--- config.mk ---
export PLATFORM = sky130hd
export DESIGN_NAME = sha256_loader
export DESIGN_NICKNAME = d
export VERILOG_FILES = /design/src/rtl/sha256_loader.sv
export SDC_FILE = /design/constraint.sdc
export NUM_CORES = 1
export LEC_CHECK = 0
export CORE_MARGIN = 1.5
export CORE_UTILIZATION = 55
export CTS_BUF_LIST = sky130_fd_sc_hd__clkbuf_8
export CTS_CLUSTER_SIZE = 14
export DETAILED_ROUTE_END_ITERATION = 8
export GPL_ROUTABILITY_DRIVEN = 0
export PLACE_DENSITY = 0.91
export RECOVER_POWER = 25
export SLEW_MARGIN = 10
export SYNTH_ARGS = -nofsm -noshare
export SYNTH_HDL_FRONTEND = slang
export SYNTH_SLANG_ARGS = --single-unit
--- constraint.sdc ---
create_clock -name i_clk -period 6.58 [get_ports i_clk]
set_input_delay 0.987 -clock i_clk [delete_from_list [all_inputs] [get_ports i_clk]]
set_output_delay 0.987 -clock i_clk [all_outputs]
set_load 0.02 [all_outputs]
--- src/rtl/sha256_loader.sv ---
// sha256_loader
//
// Front end for sha256_core. Takes a byte-serial message (1..55 bytes) on a
// valid/ready stream, applies single-block SHA-256 padding while loading the
// 64-byte block into the core over its byte-wide write bus, starts the core,
// waits for its completion pulse, then reads the 32-byte digest back through
// the core read mux and emits it as a byte stream.
//
// Ports
//   i_clk, i_rst_n          clock, asynchronous active-low reset
//   i_valid/i_data/i_last   message byte stream in, o_ready back-pressure
//   o_w_addr/o_data8/o_we   core address (write and read), write data, write enable
//   i_irq                   core completion pulse
//   i_core_data             core read-mux data (combinational from o_w_addr)
//   o_digest_valid/_byte/_last, i_digest_ready   digest byte stream out
//   o_busy                  high whenever not idle
//   o_err                   one-cycle pulse after an over-length message is drained
module sha256_loader #(
    parameter int STATUS_ADDR     = 65,
    parameter int DIGEST_TOP_ADDR = 101
) (
    input  logic       i_clk,
    input  logic       i_rst_n,
    input  logic       i_valid,
    input  logic [7:0] i_data,
    input  logic       i_last,
    output logic       o_ready,
    output logic [6:0] o_w_addr,
    output logic [7:0] o_data8,
    output logic       o_we,
    input  logic       i_irq,
    input  logic [7:0] i_core_data,
    output logic       o_digest_valid,
    output logic [7:0] o_digest_byte,
    output logic       o_digest_last,
    input  logic       i_digest_ready,
    output logic       o_busy,
    output logic       o_err
);

    localparam logic [6:0] STATUS_A  = 7'(STATUS_ADDR);
    localparam logic [6:0] DIG_TOP_A = 7'(DIGEST_TOP_ADDR);
    localparam logic [5:0] MAX_LEN   = 6'd55;

    typedef enum logic [2:0] {
        S_IDLE, S_LOAD, S_DRAIN, S_PAD, S_START, S_WAIT, S_READ
    } state_t;

    state_t     state_q, state_d;
    logic [5:0] cnt_q, cnt_d;            // bytes accepted so far
    logic [5:0] len_q, len_d;            // message length L, latched on i_last
    logic [5:0] pad_addr_q, pad_addr_d;  // next padding address, counts down to 0
    logic [4:0] j_q, j_d;                // digest byte index
    logic [6:0] w_addr_q, w_addr_d;
    logic [7:0] data8_q, data8_d;
    logic       we_q, we_d;
    logic       err_q, err_d;

    logic       accept;
    logic [7:0] pad_byte;
    logic [4:0] j_inc;

    assign o_ready = (state_q == S_IDLE) || (state_q == S_LOAD) || (state_q == S_DRAIN);
    assign accept  = i_valid & o_ready;
    assign j_inc   = j_q + 5'd1;

    // Padding content for the current pad address: 0x80 marker right after the
    // message, then zeros, with the 16 LSBs of the bit length (L*8) in
    // addresses 1 and 0. L <= 55 keeps L*8 below 512, so only bit 8 can be set
    // in the upper length byte.
    always_comb begin
        pad_byte = 8'h00;
        if (pad_addr_q == (6'd63 - len_q)) begin
            pad_byte = 8'h80;
        end else if (pad_addr_q == 6'd1) begin
            pad_byte = {7'd0, len_q[5]};
        end else if (pad_addr_q == 6'd0) begin
            pad_byte = {len_q[4:0], 3'b000};
        end
    end

    // ---------------- state register ----------------
    always_ff @(posedge i_clk or negedge i_rst_n) begin
        if (!i_rst_n) begin
            state_q <= S_IDLE;
        end else begin
            state_q <= state_d;
        end
    end

    // ---------------- next-state logic ----------------
    always_comb begin
        state_d = state_q;
        case (state_q)
            S_IDLE, S_LOAD: begin
                if (accept) begin
                    // A 56th byte means the message cannot fit one block.
                    if (cnt_q == MAX_LEN) begin
                        state_d = i_last ? S_IDLE : S_DRAIN;
                    end else if (i_last) begin
                        state_d = S_PAD;
                    end else begin
                        state_d = S_LOAD;
                    end
                end
            end
            S_DRAIN: begin
                if (accept && i_last) begin
                    state_d = S_IDLE;
                end
            end
            S_PAD: begin
                if (pad_addr_q == 6'd0) begin
                    state_d = S_START;
                end
            end
            S_START: state_d = S_WAIT;
            S_WAIT: begin
                if (i_irq) begin
                    state_d = S_READ;
                end
            end
            S_READ: begin
                if (i_digest_ready && (j_q == 5'd31)) begin
                    state_d = S_IDLE;
                end
            end
            default: state_d = S_IDLE;
        endcase
    end

    // ---------------- output / datapath logic ----------------
    always_comb begin
        cnt_d      = cnt_q;
        len_d      = len_q;
        pad_addr_d = pad_addr_q;
        j_d        = j_q;
        w_addr_d   = w_addr_q;
        data8_d    = data8_q;
        we_d       = 1'b0;
        err_d      = 1'b0;
        case (state_q)
            S_IDLE, S_LOAD: begin
                if (accept) begin
                    if (cnt_q == MAX_LEN) begin
                        // Over-length: stop writing, drain the rest.
                        if (i_last) begin
                            err_d = 1'b1;
                            cnt_d = 6'd0;
                        end
                    end else begin
                        // Message byte k lands at address 63-k (byte 0 is the
                        // most significant byte of W0).
                        w_addr_d = {1'b0, 6'd63 - cnt_q};
                        data8_d  = i_data;
                        we_d     = 1'b1;
                        cnt_d    = cnt_q + 6'd1;
                        if (i_last) begin
                            len_d      = cnt_q + 6'd1;
                            pad_addr_d = 6'd62 - cnt_q;
                        end
                    end
                end
            end
            S_DRAIN: begin
                if (accept && i_last) begin
                    err_d = 1'b1;
                    cnt_d = 6'd0;
                end
            end
            S_PAD: begin
                w_addr_d = {1'b0, pad_addr_q};
                data8_d  = pad_byte;
                we_d     = 1'b1;
                if (pad_addr_q != 6'd0) begin
                    pad_addr_d = pad_addr_q - 6'd1;
                end
            end
            S_START: begin
                w_addr_d = STATUS_A;
                data8_d  = 8'h01;
                we_d     = 1'b1;
                j_d      = 5'd0;
            end
            S_WAIT: begin
                // Pre-point the read mux at digest byte 0 so it is ready the
                // cycle READ is entered.
                w_addr_d = DIG_TOP_A;
                j_d      = 5'd0;
            end
            S_READ: begin
                if (i_digest_ready) begin
                    j_d      = j_inc;
                    w_addr_d = DIG_TOP_A - {2'b00, j_inc};
                    if (j_q == 5'd31) begin
                        cnt_d = 6'd0;
                    end
                end
            end
            default: begin
                cnt_d = 6'd0;
            end
        endcase
    end

    always_ff @(posedge i_clk or negedge i_rst_n) begin
        if (!i_rst_n) begin
            cnt_q      <= 6'd0;
            len_q      <= 6'd0;
            pad_addr_q <= 6'd0;
            j_q        <= 5'd0;
            w_addr_q   <= 7'd0;
            data8_q    <= 8'd0;
            we_q       <= 1'b0;
            err_q      <= 1'b0;
        end else begin
            cnt_q      <= cnt_d;
            len_q      <= len_d;
            pad_addr_q <= pad_addr_d;
            j_q        <= j_d;
            w_addr_q   <= w_addr_d;
            data8_q    <= data8_d;
            we_q       <= we_d;
            err_q      <= err_d;
        end
    end

    assign o_w_addr       = w_addr_q;
    assign o_data8        = data8_q;
    assign o_we           = we_q;
    assign o_err          = err_q;
    assign o_busy         = (state_q != S_IDLE);
    assign o_digest_valid = (state_q == S_READ);
    assign o_digest_byte  = o_digest_valid ? i_core_data : 8'h00;
    assign o_digest_last  = o_digest_valid && (j_q == 5'd31);

endmodule

==> results by group <==
Run status
  – Outcome: complete, but fails checks
  – Failing checks: capacitance limit, slew limit

Setup path
  – CP max FO: 24
  – Worst-path cell chain: or2b_2 -> nor2_1 -> and2_1 -> clkdlybuf4s50_1
  – Max incr delay on CP: 830 ps
  – CP top delay family: simple AND/OR/NAND/NOR gates
  – Slowest-stage cell, CP: dfrtp_1
  – Buf+Inv Stages, Crit Path: 1
  – CP endpoint kind: output pin
  – Critical path class: reg -> out
  – Required @ worst endpoint: 5590 ps
  – Critical path startpoint category: register
  – Worst path arrival time: 2770 ps

Power
  – NetSw: 0.827 mW
  – P_leak: 1.37 nW
  – Power density over cell area: 520 nW/um^2
  – Sequential power share: 33.0%
  – Clock share of power: 9.7%
  – Total Power: 1.71 mW
  – Switching Share: 48.4%
  – Peak supply drop: 244 uV
  – Comb pwr share: 57.4%
  – P_int: 0.881 mW

Yosys
  – Post-synth top flop: dfrtp_1
  – Yosys warnings: 0
  – Area contributors post-synth: dfrtp_1 39%, o21ai_0 4.6%, nor2_1 4.5%, a21oi_1 4.4%, ha_1 4.1%
  – Register bit total from synthesis: 43
  – Synth Area in XOR/XNOR: 4.14%
  – Synth top area share: 39.2%
  – Largest family of logic cells by synthesized area: compound AO/OA/AOI/OAI gates
  – Mapped Avg Cell Area: 8.78 um^2
  – Cell count after synthesis: 313
  – Syn Nets: 344
  – Netlist cell types: 55
  – Synth Area in Adders: 4.10%
  – Post-synthesis mux area share: 1.87%
  – Post-synth EDFFs: 0
  – Seq/Total Area, Yosys: 39.2%
  – Simple-gate area share of the yosys netlist: 19.8%
  – Mapped Area: 2750 um^2
  – Async SR Flop Fraction: 100%
  – Compound-Gate Fraction of Synth Area: 24.0%
  – Post-synth top area cell: dfrtp_1

Timing
  – Fmax: 266 MHz
  – Post-layout min period: 3750 ps
  – Max Slew Vio Count: 44
  – WHS: 492 ps
  – Worst-margin pin slew: 2320 ps
  – Final TNS setup: 0 ps
  – Skew final: 9.71 ps
  – RSZ-0062 raised after global routing: no
  – Hold Fails Final Rpt: 0
  – Slew HR: -54.9%
  – Final Cycle Share: 57.0%
  – Final setup fails: 0

Placed design
  – DP HPWL: 4790 um
  – Input/output buffers: 50
  – DP Cell Count: 410

Global route
  – GRT Total Usage: 25.0%
  – Global-route wire length before repair: 10,400 um
  – Largest net degree at the start of global routing: 44
  – Total grt overflow: 0
  – Initial antenna violation count: 0
  – Vias in the first global route: 2,231

CTS
  – Total number of H-tree levels: 2
  – Post-CTS Repair Setup Buffers: 0
  – Skew-Pair Late Insertion Delay: 300 ps
  – Root Driver: clkbuf_8
  – Worst-path clk slew: 80 ps
  – Cts-stage hold buffer count: 0
  – Num CTS Buffers: 5
  – CTS tree: yes
  – CTS max path bufs: 2
  – Clock Sinks: 43
  – CTS-repair resized insts: 0

Die
  – Die Y-Extent: 73.7 um
  – Core area: 4750 um^2
  – Die W: 73.7 um
  – Rows: 25
  – IO Pins: 51
  – Initial Util: 57.8%
  – Die area: 5430 um^2

Final layout
  – Final-stage net count: 381
  – Layout cells sized above 1: 4.84%
  – Fill cells: 387
  – N_diodes: 0
  – Utilization after layout: 69.0%
  – Final std cells w/o fill: 418
  – Area grow syn2layout: 19.4%

Flow run
  – Max Cap Viol: 1

Routing
  – Final wirelength: 6580 um
  – Drt pass-1 iters: 5
  – WL per Instance: 15.7 um
  – DRC viols: 0
  – ANT nets after route: 0
  – DR iter-0 viols: 225
  – Total vias in the final route: 2,486
  – Vias/cell: 5.95

Hold path
  – Type of the worst min-delay path: reg -> reg
[layout make-up]
cell class	instances	area (um^2)	share of cell area, %
Multi-Input combinational cell	234	1480	45.1
Sequential cell	43	1080	32.8
Timing Repair Buffer	50	494	15.1
Tap cell	67	83.8	2.55
Clock buffer	5	68.8	2.10
Inverter	16	62.6	1.91
Clock inverter	3	16.3	0.496
[metrics by stage]
stage          worst slack [ps]  cell area, um^2
6_report                   2830             3280
5_1_grt                    2640             3280
4_1_cts                    2820             3280
3_5_place_dp               3160             3200
3_3_place_gp               3290             3200
2_1_floorplan              3980             2750
[power groups by stage]
stage          Sequential [mW]  Clock (mW)  Combinational (mW)
6_report                 0.563       0.165               0.980
3_5_place_dp             0.560           0               0.967
3_3_place_gp             0.555           0               0.932
4_1_cts                  0.555       0.168               0.971
2_1_floorplan            0.528           0               0.743
5_1_grt                  0.580       0.180                1.08
[layout by cell type (no fill, tap or decap), types with 2 or more instances in the layout]
cell,n
a32oi_1,6
o2bb2ai_1,4
o21bai_1,2
o31ai_1,4
o22ai_1,6
nand3b_1,2
ha_1,9
a31oi_1,4
nand2b_1,3
nor2_1,33
clkdlybuf4s50_1,49
inv_1,15
dfrtp_1,43
a21o_1,3
a22o_1,2
and2_1,10
xnor2_1,8
a21oi_1,24
a21oi_2,2
a221oi_1,2
nand2_1,22
nand3_1,12
nor2b_1,2
o21ai_0,25
a22oi_1,5
xor2_1,5
clkbuf_8,5
mux2i_1,4
and3_1,8
nor3_1,6
[synthesized netlist by cell type, types with 2 or more instances]
cell	n
clkbuf_1	7
nand3_1	12
buf_4	5
a21oi_2	2
nand2_1	22
ha_1	9
mux2i_1	4
a31oi_1	4
nor2b_1	2
nand3b_1	2
o21bai_1	2
dfrtp_1	43
nor3_1	6
o2bb2ai_1	4
a21oi_1	24
xnor2_1	8
o22ai_1	6
nor2_1	33
a221oi_1	2
a32oi_1	6
o31ai_1	4
buf_6	4
a21o_1	3
xor2_1	5
nand2b_1	3
a22o_1	2
and2_1	10
inv_1	14
buf_2	4
and3_1	8
a22oi_1	5
o21ai_0	25
[logic make-up (layout without fill, tap and decap cells)]
logic type | count (synthesis) | count (layout)
compound gates | 99 | 99
buf+inv | 36 | 74
flops | 43 | 43
mux | 5 | 5
fa+ha+maj | 9 | 9
simple gates | 108 | 108
xor+xnor | 13 | 13
[layer usage]
metal	track usage, %	vias up	wire [um]
met2	38.9	109	3110
met3	5.49	13	456
met1	33.7	1171	2890
met4	10.3	0	125
li1	-	1193	-
met5	0	-	0
[registers in the layout (all words and copies together) (netlist names)]
register,flops
len_q,6
pad_addr_q,6
o_we,1
o_data8,8
j_q,5
o_err,1
state_q,3
o_w_addr,7
cnt_q,6
[worst min-delay path: stages (launching register included)]
cell,delay (ps)
dfrtp_1,350
nand2_1,50
o21ai_0,60
[worst paths after layout]
| check | from | endpoint | slack (ps) | depth (start not counted) |
|---|---|---|---|---|
| worst min register to register | o_w_addr[1] | o_w_addr[1] | 490 | 2 |
| min in group asynchronous | i_rst_n | state_q[1] | 1380 | 1 |
| max in group asynchronous | i_rst_n | o_data8[7] | 3870 | 1 |
| worst max-delay path | state_q[2] | o_digest_byte[3] | 2830 | 4 |
| worst min-delay path | o_w_addr[1] | o_w_addr[1] | 490 | 2 |
| worst max register to register | cnt_q[0] | cnt_q[5] | 3790 | 7 |
(Power assumes the default switching activity.)
